===== src/rtl/rf_feature_sampler.sv =====
// Refresh-predictor feature sampler: counts six event strobes per window, hands the scaled
// fractions to the decision-tree walker and applies its tREFI prediction. Optional macro: RF_TREFI_HYST_EN.
module rf_feature_sampler #(
   parameter int         WIN_LOG2      = 10,
   parameter int         TIMEOUT       = 64,
   parameter logic [7:0] DEFAULT_TREFI = 8'd32
) (
   input  logic       clk,
   input  logic       rst,
   input  logic       enable,
   input  logic       req_evt,
   input  logic       load_evt,
   input  logic       miss_evt,
   input  logic       risk_evt,
   input  logic       rbhit_evt,
   input  logic       rbconf_evt,
   output logic [7:0] req_per_cycle,
   output logic [7:0] conflict_load,
   output logic [7:0] llc_miss,
   output logic [7:0] traffic_risk,
   output logic [7:0] rb_locality,
   output logic [7:0] rb_conflict,
   output logic       start,
   input  logic       done,
   input  logic [7:0] t_refi,
   output logic [7:0] t_refi_out,
   output logic       trefi_update,
   output logic       timeout_err,
   output logic [7:0] overrun_cnt
);

   localparam int CW    = WIN_LOG2 + 1;
   localparam int SHIFT = WIN_LOG2 - 8;
   localparam int TW    = $clog2(TIMEOUT + 1);
   localparam logic [TW-1:0] TMR_LAST = TW'(TIMEOUT - 1);

   typedef enum logic [1:0] {IDLE, REQ, ACK} state_t;

   logic [5:0]          evt;
   logic [WIN_LOG2-1:0] win_cnt;
   logic                win_end;
   logic [CW-1:0]       cnt    [6];
   logic [CW-1:0]       snap   [6];
   logic [CW-1:0]       scaled [6];
   logic [7:0]          feat_d [6];
   logic [7:0]          feat_q [6];
   state_t              state_q, state_d;
   logic [TW-1:0]       tmr_q, tmr_d;
   logic                capture, tmo, load_feat;
   logic [7:0]          cap_q;
   logic                cap_vld_q;
   logic                apply;

   assign evt     = {rbconf_evt, rbhit_evt, risk_evt, miss_evt, load_evt, req_evt};
   assign win_end = enable && (win_cnt == '1);

   // NOTE: sequential state uses non-blocking assignments so every flop samples pre-edge values.
   always_ff @(posedge clk or posedge rst) begin
      if (rst) begin
         win_cnt <= '0;
         for (int i = 0; i < 6; i++) cnt[i] <= '0;
      end else if (!enable) begin
         win_cnt <= '0;
         for (int i = 0; i < 6; i++) cnt[i] <= '0;
      end else begin
         win_cnt <= win_cnt + WIN_LOG2'(1);
         for (int i = 0; i < 6; i++) cnt[i] <= win_end ? '0 : cnt[i] + CW'(evt[i]);
      end
   end

   // The last cycle's strobe is folded into the snapshot; a full window saturates to 255.
   always_comb begin
      for (int i = 0; i < 6; i++) begin
         snap[i]   = cnt[i] + CW'(evt[i]);
         scaled[i] = snap[i] >> SHIFT;
         feat_d[i] = (scaled[i] > CW'(255)) ? 8'hFF : scaled[i][7:0];
      end
   end

   // NOTE: every combinational output gets a default first so no path can infer a latch.
   always_comb begin
      state_d   = state_q;
      tmr_d     = tmr_q;
      start     = 1'b0;
      capture   = 1'b0;
      tmo       = 1'b0;
      load_feat = 1'b0;
      case (state_q)
         IDLE: begin
            if (win_end) begin
               load_feat = 1'b1;
               tmr_d     = '0;
               state_d   = REQ;
            end
         end
         REQ: begin
            start = 1'b1;
            if (done) begin
               capture = 1'b1;
               state_d = ACK;
            end else if (tmr_q == TMR_LAST) begin
               tmo     = 1'b1;
               state_d = ACK;
            end else begin
               tmr_d = tmr_q + TW'(1);
            end
         end
         ACK: begin
            if (!done) state_d = IDLE;
         end
         default: state_d = IDLE;
      endcase
   end

   always_ff @(posedge clk or posedge rst) begin
      if (rst) begin
         state_q <= IDLE;
         tmr_q   <= '0;
      end else begin
         state_q <= state_d;
         tmr_q   <= tmr_d;
      end
   end

   always_ff @(posedge clk or posedge rst) begin
      if (rst) begin
         for (int i = 0; i < 6; i++) feat_q[i] <= '0;
      end else if (load_feat) begin
         for (int i = 0; i < 6; i++) feat_q[i] <= feat_d[i];
      end
   end

   assign req_per_cycle = feat_q[0];
   assign conflict_load = feat_q[1];
   assign llc_miss      = feat_q[2];
   assign traffic_risk  = feat_q[3];
   assign rb_locality   = feat_q[4];
   assign rb_conflict   = feat_q[5];

`ifdef RF_TREFI_HYST_EN
   logic [7:0] hist_q;
   logic       hist_vld_q;

   // A new value needs two consecutive identical predictions; a timeout breaks the streak.
   always_comb begin
      apply = cap_vld_q && (cap_q != t_refi_out) && hist_vld_q && (cap_q == hist_q);
   end

   always_ff @(posedge clk or posedge rst) begin
      if (rst) begin
         hist_q     <= '0;
         hist_vld_q <= 1'b0;
      end else if (tmo) begin
         hist_vld_q <= 1'b0;
      end else if (cap_vld_q) begin
         hist_q     <= cap_q;
         hist_vld_q <= 1'b1;
      end
   end
`else
   assign apply = cap_vld_q;
`endif

   always_ff @(posedge clk or posedge rst) begin
      if (rst) begin
         cap_q        <= '0;
         cap_vld_q    <= 1'b0;
         t_refi_out   <= DEFAULT_TREFI;
         trefi_update <= 1'b0;
         timeout_err  <= 1'b0;
         overrun_cnt  <= '0;
      end else begin
         cap_vld_q    <= capture;
         trefi_update <= apply;
         if (capture) cap_q <= t_refi;
         if (apply) t_refi_out <= cap_q;
         if (tmo) timeout_err <= 1'b1;
         if (win_end && (state_q != IDLE) && (overrun_cnt != 8'hFF))
            overrun_cnt <= overrun_cnt + 8'd1;
      end
   end

endmodule


===== config.mk =====
export PLATFORM = sky130hd
export DESIGN_NAME = rf_feature_sampler
export DESIGN_NICKNAME = d
export VERILOG_FILES = /design/src/rtl/rf_feature_sampler.sv
export SDC_FILE = /design/constraint.sdc
export NUM_CORES = 1
export LEC_CHECK = 0
export ABC_AREA = 1
export BUFFER_PORTS_ARGS = -buffer_cell sky130_fd_sc_hd__buf_4
export CORE_UTILIZATION = 59
export CTS_BUF_LIST = sky130_fd_sc_hd__clkbuf_16
export CTS_CLUSTER_DIAMETER = 50
export DETAILED_ROUTE_END_ITERATION = 7
export GPL_ROUTABILITY_DRIVEN = 1
export HOLD_SLACK_MARGIN = 0.08
export PLACE_DENSITY_LB_ADDON = 0.15
export SLEW_MARGIN = 20
export SYNTH_ARGS = -nofsm -noshare
export SYNTH_HDL_FRONTEND = slang
export SYNTH_SLANG_ARGS = --single-unit

===== constraint.sdc =====
create_clock -name clk -period 7.2 [get_ports clk]
set_input_delay 1.44 -clock clk [delete_from_list [all_inputs] [get_ports clk]]
set_output_delay 1.44 -clock clk [all_outputs]
set_load 0.03 [all_outputs]

==> results.toml <==
[synth]
synth_edf_count = 0
yosysWarnings = 0
synth_top_cell_area_share_pct = 53.05
syn-mean-instance-area_um2 = 8.161
yosysSeqAreaShare_pct = 53.40
dominantRegCellSynth = "dfrtp_1"
synthCells = 919
yosys_register_bits = 160
syn_nets = 952
synth_cell_types = 29
syn-cell-area_um2 = 7500
async_reset_ff_share_pct = 100.0
synth_top_cell_by_area = "dfrtp_1"
ys_top_cells_by_area = "dfrtp_1 (53%), nand2_1 (19%), nor2_1 (6.2%), nand3_1 (3.7%), inv_1 (3.5%)"

[clock_network]
post_cts_buffers = 0
clockBufferDepth = 2
cts_buffers = 17
cts_resized = 0
clkTransAtPathRegs_ns = 0.06
insertion_delay_ns = 0.42
cts_tree = "yes"
postCtsHoldBufs = 0
htreeDepth = 4
cts_root_buf = "clkbuf_16"
cts_sinks = 160

[power]
switching_share_pct = 22.19
p_seq_share_pct = 51.2
p_sw_uw = 398.9
max-vdd-ir-drop_v = 0.0001508
combPwrFrac_pct = 3.5
p_clk_share_pct = 45.3
p_leak_uw = 0.004795
power.density_nw_per_um2 = 205.2
intPower_uw = 1399

[sta]
hold_viol_final = 0
maxSlewHeadroom_pct = 36.08
setup_viol = 0
timing.final.max_slew_violations = 0
tightestPinTransition_ns = 0.9588
fin_skew_ns = 0.007522
tns_ns = 0
setup_ws_ns = 4.315
rsz0062_at_grt = "no"
fmax_mhz = 346.6
fin_crit_ns = 2.885
finalCritPeriodShare_pct = 40.07

[floorplan]
die_h_um = 114.7
io_pins = 85
die_area_um2 = 13170
die_w_um = 114.7
start_util_pct = 61.41
fp-row-count = 40
coreArea_um2 = 12210

[route]
via_count = 5880
drcViolationCount = 0
wire_per_inst_um = 12.02
drtPass1Iterations = 5
drtIter0Drc = 401
avgViaCountPerCell = 4.958
wl_um = 14260
drtAntennaViolNets = 0

[global_routing]
gr-total-overflow = 0
grt_usage_pct = 23.40
grt_pass1_vias = 5458
grt_max_degree = 82
grt_pass1_wl_um = 24180
antenna_found_initial = 0

[finish]
areaGrowthSynthToFinish_pct = 16.80
layout-drive-gt1-share_pct = 13.26
n_antenna_cell = 0
fillCellCount = 991
fin_area_um2 = 8760
nNetsFinal = 1038

[critical_path]
critPathKind = "in2reg"
critPathMaxFanout = 57
cp-start-kind = "input pin"
end_kind = "register"
cp.arrival_ns = 3.24
required_ns = 7.55

[job]
maxCapViolCount = 0

[worst_hold_path]
worst_hold_path_type = "reg2reg"

[placement]
place_congestion = 0.7985
post-dp-hpwl_um = 9197
io_buffers = 84
pre_cts_ws_ns = 3.885
dpl_cell_area_um2 = 8227

[status]
outcome = "completed"
path summary, 6_finish.rpt:
check / cells after the start / endpoint / slack, ns / start
max: 8 / rb_conflict[4] / 4.32 / enable
min: 2 / cap_q[6] / 0.47 / cap_q[6]
max reg2reg: 10 / rb_conflict[4] / 4.57 / win_cnt[0]
min reg2reg: 2 / cap_q[6] / 0.47 / cap_q[6]
max in group asynchronous: 3 / overrun_cnt[4] / 4.62 / rst
min in group asynchronous: 2 / traffic_risk[0] / 1.12 / rst
registers in the layout, summed over array words and instances, names as in the netlist:
| register | cells |
|---|---|
| tmr_q | 7 |
| state_q | 2 |
| timeout_err | 1 |
| trefi_update | 1 |
| cap_q | 8 |
| traffic_risk | 8 |
| llc_miss | 8 |
| apply | 1 |
| rb_locality | 8 |
| conflict_load | 8 |
| cnt | 66 |
| t_refi_out | 8 |
| overrun_cnt | 8 |
| win_cnt | 10 |
| rb_conflict | 8 |
| req_per_cycle | 8 |
worst max-delay path, cell delays in order:
cell and delay [ns]:
buf_4 0.15, nand2_1 0.11, nor2_4 0.21, nand2_2 0.05, buf_4 0.30, inv_2 0.70, nand2_1 0.14, nand2_1 0.10
area by class of cell:
cell class              instances  area [um2]  share of cell area [%]
well taps                     168       210.2                   2.400
inverters                      70       267.8                   3.057
clock inverters                15       107.6                   1.228
flip-flops and latches        160        4005                   45.72
clock buffers                  17       425.4                   4.856
repair buffers                 87       653.1                   7.456
multi-input cells             669        3090                   35.28
per-stage QoR:
| step | hold WS [ns] | util, % | power [uW] | std cells |
|---|---|---|---|---|
| after floorplan | 0.3519 | - | 978.7 | 919 |
| after global placement | 0.4510 | 67.37 | 999.1 | 1154 |
| after detailed placement | 0.4541 | 67.37 | 1001 | 1154 |
| after CTS | 0.4692 | 71.73 | 1815 | 1186 |
| after global routing | 0.4904 | 71.73 | 1862 | 1186 |
| final | 0.4673 | 71.73 | 1797 | 1186 |
kinds of logic (layout without fill, tap and decap cells):
logic type,after synthesis,in the layout,synth area share (%)
adder cells (fa/ha/maj),15,15,2.503
buffers and inverters,90,189,5.539
multiplexers,8,8,1.201
AND/OR/NAND/NOR,593,593,31.78
flip-flops,160,160,53.40
AO/OA/AOI/OAI,16,16,1.251
XOR/XNOR,37,37,4.321
power groups by stage:
stage	clock network, uW	logic, uW	registers [uW]
global route	868	73.9	920
floorplan	0	41.1	938
global placement	0	64.1	935
detailed placement	0	65.3	936
CTS	830	65.7	919
finish	815	63.1	919
layer usage:
metal	up-vias	GRT usage, %	part of all wire (%)
met5	-	0	0
met4	0	6.407	0.84
met3	12	5.640	3.6
met2	84	38.79	48
met1	2763	31.09	48
li1	3021	-	-
placed cells by master, fill, tap and decap left out, drive strengths merged, types with 8 or more instances in the layout:
cell type / instances
clkinv: 8
buf: 87
clkbuf: 17
nor2: 128
dfrtp: 159
mux2: 8
ha: 15
inv: 72
xnor2: 13
nand4: 21
xor2: 24
nand2: 383
nand3: 57
cell usage after synthesis (2+ instances only):
cell type,n
a21oi_1,6
buf_2,5
buf_4,5
buf_6,7
clkbuf_1,3
dfrtp_1,159
ha_1,15
inv_1,69
mux2_2,8
nand2_1,381
nand2_2,2
nand3_1,56
nand4_1,21
nor2_1,124
nor2_2,3
nor3_1,2
o21ai_0,5
o21bai_1,2
xnor2_1,13
xor2_1,24
Power figures use the tool's default switching activity.
